===== src/rtl/spi_resp_sched.sv =====
// SPI response scheduler: stages one requester word for the next SPI frame and buffers received commands.
// Optional build macro SPI_RESP_SCHED_PRIO_EN gives requester 0 strict priority over a 1/2 round-robin.
module spi_resp_sched #(
    parameter logic [63:0] IDLE_WORD = 64'h0
) (
    input  logic        clk,
    input  logic        rst,
    input  logic        cs_active,
    input  logic        txn_done,
    input  logic        cmd_valid,
    input  logic [63:0] cmd_data,
    input  logic [2:0]  req_valid,
    input  logic [63:0] req_data0,
    input  logic [63:0] req_data1,
    input  logic [63:0] req_data2,
    output logic [2:0]  req_ack,
    output logic [63:0] resp_data,
    output logic        resp_staged,
    output logic        cmd_out_valid,
    output logic [63:0] cmd_out_data,
    input  logic        cmd_out_ready,
    output logic [7:0]  cmd_drop_cnt
);

    localparam logic S_IDLE   = 1'b0;
    localparam logic S_STAGED = 1'b1;

    logic        state_reg;
    logic [1:0]  rr_ptr_reg;
    logic [1:0]  grant_reg;
    logic [63:0] resp_data_reg;
    logic [2:0]  req_ack_reg;
    logic [63:0] cmd_hold_reg;
    logic        cmd_valid_reg;
    logic [7:0]  drop_cnt_reg;

    logic [1:0]  grant_next;
    logic        grant_found;
    logic [63:0] sel_word;

`ifdef SPI_RESP_SCHED_PRIO_EN
    // Requester 0 wins outright; rr_ptr only steers the choice between 1 and 2.
    always_comb begin
        grant_found = |req_valid;
        grant_next  = 2'd0;
        if (req_valid[0]) begin
            grant_next = 2'd0;
        end else if (rr_ptr_reg == 2'd2) begin
            grant_next = req_valid[2] ? 2'd2 : 2'd1;
        end else begin
            grant_next = req_valid[1] ? 2'd1 : 2'd2;
        end
    end
`else
    logic [2:0] rr_sum [3];
    logic [1:0] cand_idx [3];

    // cand_idx[k] is the requester k places after rr_ptr, modulo 3.
    for (genvar gi = 0; gi < 3; gi++) begin : g_rot
        assign rr_sum[gi]   = {1'b0, rr_ptr_reg} + 3'(gi);
        assign cand_idx[gi] = (rr_sum[gi] >= 3'd3) ? 2'(rr_sum[gi] - 3'd3) : rr_sum[gi][1:0];
    end

    always_comb begin
        grant_found = 1'b0;
        grant_next  = 2'd0;
        for (int i = 2; i >= 0; i--) begin
            if (req_valid[cand_idx[i]]) begin
                grant_found = 1'b1;
                grant_next  = cand_idx[i];
            end
        end
    end
`endif

    always_comb begin
        case (grant_next)
            2'd0:    sel_word = req_data0;
            2'd1:    sel_word = req_data1;
            default: sel_word = req_data2;
        endcase
    end

    // Response staging FSM; loads only between transactions so the shifted word never tears.
    always_ff @(posedge clk) begin
        if (rst) begin
            state_reg     <= S_IDLE;
            rr_ptr_reg    <= 2'd0;
            grant_reg     <= 2'd0;
            resp_data_reg <= IDLE_WORD;
            req_ack_reg   <= 3'b000;
        end else begin
            req_ack_reg <= 3'b000;
            if (state_reg == S_IDLE) begin
                if (!cs_active && grant_found) begin
                    grant_reg     <= grant_next;
                    resp_data_reg <= sel_word;
                    state_reg     <= S_STAGED;
                end
            end else if (txn_done && cmd_valid) begin
                req_ack_reg   <= 3'b001 << grant_reg;
                rr_ptr_reg    <= (grant_reg == 2'd2) ? 2'd0 : grant_reg + 2'd1;
                resp_data_reg <= IDLE_WORD;
                state_reg     <= S_IDLE;
            end
        end
    end

    // Single-entry command holding register; a push while full and stalled is dropped and counted.
    always_ff @(posedge clk) begin
        if (rst) begin
            cmd_hold_reg  <= 64'h0;
            cmd_valid_reg <= 1'b0;
            drop_cnt_reg  <= 8'h00;
        end else if (cmd_valid) begin
            if (!cmd_valid_reg || cmd_out_ready) begin
                cmd_hold_reg  <= cmd_data;
                cmd_valid_reg <= 1'b1;
            end else if (drop_cnt_reg != 8'hFF) begin
                drop_cnt_reg <= drop_cnt_reg + 8'd1;
            end
        end else if (cmd_out_ready) begin
            cmd_valid_reg <= 1'b0;
        end
    end

    assign resp_data     = resp_data_reg;
    assign resp_staged   = (state_reg == S_STAGED);
    assign req_ack       = req_ack_reg;
    assign cmd_out_valid = cmd_valid_reg;
    assign cmd_out_data  = cmd_hold_reg;
    assign cmd_drop_cnt  = drop_cnt_reg;

endmodule


===== config.mk =====
export PLATFORM = sky130hd
export DESIGN_NAME = spi_resp_sched
export DESIGN_NICKNAME = d
export VERILOG_FILES = /design/src/rtl/spi_resp_sched.sv
export SDC_FILE = /design/constraint.sdc
export NUM_CORES = 1
export LEC_CHECK = 0
export ABC_AREA = 1
export CORE_MARGIN = 8
export CORE_UTILIZATION = 30
export DETAILED_ROUTE_END_ITERATION = 8
export PLACE_DENSITY = 0.7
export SETUP_SLACK_MARGIN = 0.4
export SLEW_MARGIN = 0
export SYNTH_ARGS = -nofsm -noshare
export SYNTH_HDL_FRONTEND = slang
export SYNTH_SLANG_ARGS = --single-unit

===== constraint.sdc =====
create_clock -name clk -period 4.2 [get_ports clk]
set_input_delay 1.05 -clock clk [delete_from_list [all_inputs] [get_ports clk]]
set_output_delay 1.05 -clock clk [all_outputs]
set_load 0.05 [all_outputs]

==> flow_summary_export.csv, run 1 <==
group,metric,value,unit
timing,finalCritPeriodShare,71.6,%
placement,io_buffer_count,405,
floorplan,die_width,167,µm
floorplan,placementRows,55,
critical_path,cp_cell_sequence,"clkdlybuf4s50_1, nand2_1, nor2_1, inv_1, nand2_1, nand3_1, nand2_2, nand2_2, nor2_4, nand2_1, nand2_1, nand2_1, a21oi_1",
synthesis,yosys.area_share.simple,36.8,%
synthesis,netlist.area_leader.share,42.2,%
drt,drtIter0Drc,623,
cells_and_area,final_util,51.5,%
critical_path,crit_required,4550,ps
global_route,grt_pass1_vias,8114,
min_path,hp-start,"resp_data[14]$_SDFFE_PP0P_",
synthesis,netlist_instances,1012,
clock_tree,ctsResizeCount,0,
cells_and_area,fill_cells,2200,
drt,routed_wl,29800,µm
synthesis,synth-adder-area-share,0.727,%
drt,viasPerCell,4.85,
clock_tree,cts_tree,"done",
clock_tree,root_buffer,"clkbuf_16",
cells_and_area,final_common_cell,"clkdlybuf4s50_1",
clock_tree,ctsHtreeMaxLevel,4,
floorplan,dieArea,28000,µm²
cells_and_area,mostFrequentLayoutCells,"404 x clkdlybuf4s50_1, 270 x nand2_1, 145 x dfxtp_1",
cells_and_area,syn2layout_area_growth,68.9,%
global_route,grt_pass1_wl,46000,µm
timing,maxSlewHeadroom,25.1,%
timing,tightest_slew,1120,ps
synthesis,avgSynthCellArea,6.80,µm²
critical_path,max_stage_delay,530,ps
critical_path,path_common_cell,"nand2_1",
clock_tree,numCtsBuffers,17,
drt,vias,8120,
timing,fmax,0.333,GHz
placement,gp_congestion,0.885,
synthesis,synth_compound_area_share,11.8,%
synthesis,synth_area,6880,µm²
drt,dr.pass1.iters,5,
global_route,antenna_found_initial,3,
synthesis,ys_types,30,
floorplan,core_area,22600,µm²
run,drv_cap,0,
synthesis,yosys.area.top_type,"dfxtp_1",
clock_tree,numClockSinks,145,
clock_tree,post_cts_buffers,0,
critical_path,worst_setup_path_end_kind,"flip-flop",
drt,ant_nets,0,
global_route,grt-ovfl-total,0,
synthesis,muxShareOfSynthArea,0,%
critical_path,crit_arrival,3360,ps
synthesis,synth_xor_area_share,0.127,%
pwr,power_density,389,nW/µm²
cells_and_area,final_layout_size_suffix_gt1_share,4.98,%
clock_tree,cts_hold_buf,0,
floorplan,initial_core_util,30.5,%
pwr,ir_worst_vdd,263,µV
timing,hold_viol,0,
critical_path,path_class,"in2reg",
timing,rsz0062_at_grt,"false",
timing,period_needed,3010,ps
floorplan,num_io_pins,406,
min_path,hp-class,"reg2reg",
clock_tree,insertion_delay,420,ps
run_status,outcome,"complete, no violations",
synthesis,synth_top_family_by_area,"simple AND/OR/NAND/NOR gates",
global_route,grtUsageTotal,20.6,%
critical_path,worstPathMaxFanout,26,
drt,drc_errors,0,
critical_path,cpMaxStageDelayCell,"nor2_4",
critical_path,setup.worst_path.start_class,"primary input",
synthesis,yosysWarnings,0,
pwr,leakage,4.64,nW
drt,routedWlPerCell,17.8,µm
synthesis,synth.area.top_cells,"dfxtp_1 42%, nand2_1 15%, nand3_1 8.5%",
clock_tree,clkTransAtPathRegs,70,ps
cells_and_area,nets,1641,
global_route,grt_max_degree,69,
synthesis,syn_nets,1281,
timing,maxSlewViolCount,0,
timing,finalClockSkew,10.5,ps
critical_path,startpoint,"req_valid[2]",
placement,place_hpwl,22100,µm
timing,finalSetupTns,0,ps
critical_path,reg2reg_from,"rr_ptr_reg[0]$_SDFFE_PP0P_",
timing,setup_viol,0,
synthesis,synth-seq-cells,145,
floorplan,fp.dieH,167,µm
clock_tree,cts_max_path_buffers,2,
synthesis,ys_seq_area_share,42.2,%
cells in the mapped netlist, drive strengths merged:
master and n:
dfxtp 145, o21ai 73, a21oi 78, nand2 275, nor2 138, clkinv 1, nand4 47, a21boi 1
nand3b 1, inv 43, nand3 119, clkbuf 36, o22ai 2, buf 41, or2 1, nor3b 1
nor3 3, xor2 1, nor4 2, ha 4
metal layers:
metal / vias to the layer above / track usage, % / routed length, µm
met1: 3742 / 23.7 / 12200
li1: 4049 / - / -
met3: 44 / 5.48 / 2110
met4: 0 / 7.30 / 721
met2: 285 / 36.2 / 14800
met5: - / 0 / 0
through the flow:
stage                     std cells  hold WS (ps)  worst slack (ps)  power [mW]  instance area (µm²)
final                          1673           462              1190        4.52                11600
after global routing           1673           480               879        4.74                11600
after CTS                      1670           466              1210        4.58                11600
after detailed placement       1638           454               748        3.02                11000
after global placement         1638           452               826        3.01                11000
after floorplan                1012           428              1900        2.42                 6880
kinds of logic (layout without fill, tap and decap cells):
group | Yosys count | after routing
AND/OR/NAND/NOR | 587 | 587
AO/OA/AOI/OAI | 154 | 154
flip-flops | 145 | 145
buffers and inverters | 121 | 494
adder cells (fa/ha/maj) | 4 | 4
XOR/XNOR | 1 | 1
other | 0 | 3
path summary, 6_finish.rpt:
check,slack [ps],cells after the start,end
setup / recovery,1190,13,resp_data[15]$_SDFFE_PP0P_
hold / removal,460,2,resp_data[14]$_SDFFE_PP0P_
setup reg to reg,1490,14,resp_data[15]$_SDFFE_PP0P_
hold reg to reg,460,2,resp_data[14]$_SDFFE_PP0P_
worst max-delay path: cells and delay by family:
| family | cells | cell delay, ps |
|---|---|---|
| AND/OR/NAND/NOR | 10 | 1600 |
| buffers and inverters | 2 | 570 |
| AO/OA/AOI/OAI | 1 | 120 |
power by group:
group	total [mW]	internal [mW]	switching, mW
Combinational	1.44	0.565	0.874
Sequential	1.54	1.49	0.0554
Clock	1.54	0.812	0.731
final cells by class:
type / count / area, µm² / area share [%]
Antenna cell: 3 / 7.51 / 0.0646
Clock buffer: 17 / 425 / 3.66
Clock inverter: 15 / 185 / 1.59
Inverter: 44 / 165 / 1.42
Multi-Input combinational cell: 746 / 3410 / 29.3
Sequential cell: 145 / 2900 / 25.0
Tap cell: 285 / 357 / 3.07
Timing Repair Buffer: 418 / 4170 / 35.9
(Power assumes the default switching activity.)
==> run 2, diff against run 1 <==
==> constraint.sdc (replaced) <==
create_clock -name clk -period 2.8 [get_ports clk]
set_input_delay 0.7 -clock clk [delete_from_list [all_inputs] [get_ports clk]]
set_output_delay 0.7 -clock clk [all_outputs]
set_load 0.05 [all_outputs]
==> run 2 against run 1 <==
Flip-flop and latch count unchanged. Cell area increased by 5.2%. Critical path depth decreased by 12. Worst hold slack about the same. Register-to-register slack got worse by 920 ps. Die area unchanged. Non-clock buffer count increased by 32. Critical path type is now reg2out. Via count increased by 3.3%. Combinational power increased by 66%. First-iteration DRC count increased by 2.4%. Count of clock-buffer cells in the layout unchanged. Sequential power increased by 51%.
==> flow_summary_export.csv, run 2 (synthesis results as in run 1) <==
group,metric,value,unit
critical_path,rrSetupSlack,570,ps
run,drv_cap,0,
critical_path,crit_family,"buffers and inverters",
clock_tree,cts_max_path_buffers,2,
critical_path,crit_arrival,1640,ps
placement,io_buffer_count,405,
floorplan,core_area,22600,µm²
critical_path,worst_setup_path_end_kind,"output pin",
clock_tree,numClockSinks,145,
drt,drtIter0Drc,638,
drt,routed_wl,32600,µm
critical_path,cp_num_buf_inv,1,
timing,finalCritPeriodShare,83.7,%
clock_tree,numCtsBuffers,17,
drt,routedWlPerCell,19.1,µm
clock_tree,cts_hold_buf,0,
timing,maxSlewViolCount,0,
pwr,leakage,4.98,nW
floorplan,placementRows,55,
cells_and_area,final_util,54.2,%
clock_tree,insertion_delay,420,ps
clock_tree,cts_tree,"done",
floorplan,fp.dieH,167,µm
run_status,outcome,"complete, no violations",
global_route,grt_pass1_wl,45400,µm
floorplan,initial_core_util,30.5,%
global_route,grt_pass1_vias,8010,
cells_and_area,syn2layout_area_growth,77.6,%
critical_path,max_stage_delay,890,ps
timing,maxSlewHeadroom,45.8,%
timing,fmax,0.427,GHz
floorplan,die_width,167,µm
timing,layout_setup_ws,458,ps
timing,rsz0062_at_grt,"false",
global_route,grt-ovfl-total,0,
placement,place_hpwl,22400,µm
drt,vias,8389,
drt,dr.pass1.iters,5,
cells_and_area,final_common_cell,"clkdlybuf4s50_1",
critical_path,path_class,"reg2out",
pwr,ir_worst_vdd,362,µV
timing,finalClockSkew,9.53,ps
global_route,antenna_found_initial,1,
placement,gp_congestion,0.877,
clock_tree,ctsHtreeMaxLevel,4,
cells_and_area,mostFrequentLayoutCells,"400 x clkdlybuf4s50_1, 266 x nand2_1, 143 x dfxtp_1",
global_route,grt_max_degree,69,
drt,ant_nets,0,
cells_and_area,final_layout_size_suffix_gt1_share,7.76,%
floorplan,num_io_pins,406,
global_route,grtUsageTotal,20.3,%
critical_path,worstPathMaxFanout,2,
drt,viasPerCell,4.93,
drt,drc_errors,0,
clock_tree,root_buffer,"clkbuf_16",
cells_and_area,nets,1673,
min_path,hp-class,"reg2reg",
timing,setup_viol,0,
timing,tightest_slew,814,ps
timing,hold_viol,0,
pwr,power,7.05,mW
pwr,power_density,576,nW/µm²
placement,post-place-ws,-13.7,ps
critical_path,setup.worst_path.start_class,"flip-flop",
floorplan,dieArea,28000,µm²
critical_path,cp_cell_sequence,"clkdlybuf4s50_1",
clock_tree,clkTransAtPathRegs,60,ps
critical_path,crit_required,2100,ps
critical_path,cpMaxStageDelayCell,"clkdlybuf4s50_1",
timing,period_needed,2340,ps
-- run 2: cell count changes in the layout (fill, tap and decap cells not counted), moves of 4 or more --
cell / before / now
nand2_1: 270 / 266
inv_6: 3 / 8
clkbuf_16: 17 / 26
buf_12: 2 / 13
buf_4: 11 / 20
clkinv_8: 5 / 0
clkdlybuf4s50_1: 404 / 400
-- run 2: worst paths after layout --
path | from | endpoint | cells past startpoint
worst min-delay path | cmd_drop_cnt[4]$_SDFFE_PP0P_ | cmd_drop_cnt[4]$_SDFFE_PP0P_ | 2
worst max register to register | rr_ptr_reg[1]$_SDFFE_PP0P_ | resp_data[60]$_SDFFE_PP0P_ | 15
worst min register to register | cmd_drop_cnt[4]$_SDFFE_PP0P_ | cmd_drop_cnt[4]$_SDFFE_PP0P_ | 2
worst max-delay path | resp_data[42]$_SDFFE_PP0P_ | resp_data[42] | 1
-- run 2: layer usage --
metal	wire length, µm	GRT usage (%)	up-vias
li1	-	-	4112
met1	13200	23.1	3871
met2	15800	34.9	345
met3	2380	5.90	61
met4	1130	9.08	0
met5	0	0	-
-- run 2: timing repair --
action / CTS / global route
buffers inserted: 0 / 8
gates cloned: 0 / 10
endpoints found under the setup margin: 2 / 66
pin swaps: 0 / 4
resized for setup: 2 / 20
-- run 2: final cells by class --
type	instances	area [µm²]
inverters	44	170
clock buffers	17	425
fillers	2135	10300
multi-input cells	746	3460
clock inverters	15	170
flip-flops and latches	145	2910
diodes	1	2.50
well taps	285	357
repair buffers	450	4740
-- run 2: metrics by stage --
stage / std cells / hold slack [ps] / TNS (ps) / area [µm²]
floorplan: 1012 / 428 / 0 / 6880
global placement: 1652 / 449 / 0 / 11200
detailed placement: 1652 / 455 / -39.2 / 11200
CTS: 1684 / 465 / 0 / 11800
global route: 1703 / 476 / 0 / 12200
finish: 1703 / 463 / 0 / 12200
-- run 2: where the power goes --
part / switching, mW / leakage [nW] / internal [mW] / total, mW
Sequential: 0.0859 / 1.19 / 2.23 / 2.32
Clock: 0.999 / 0.294 / 1.34 / 2.34
Combinational: 1.39 / 3.49 / 0.993 / 2.39
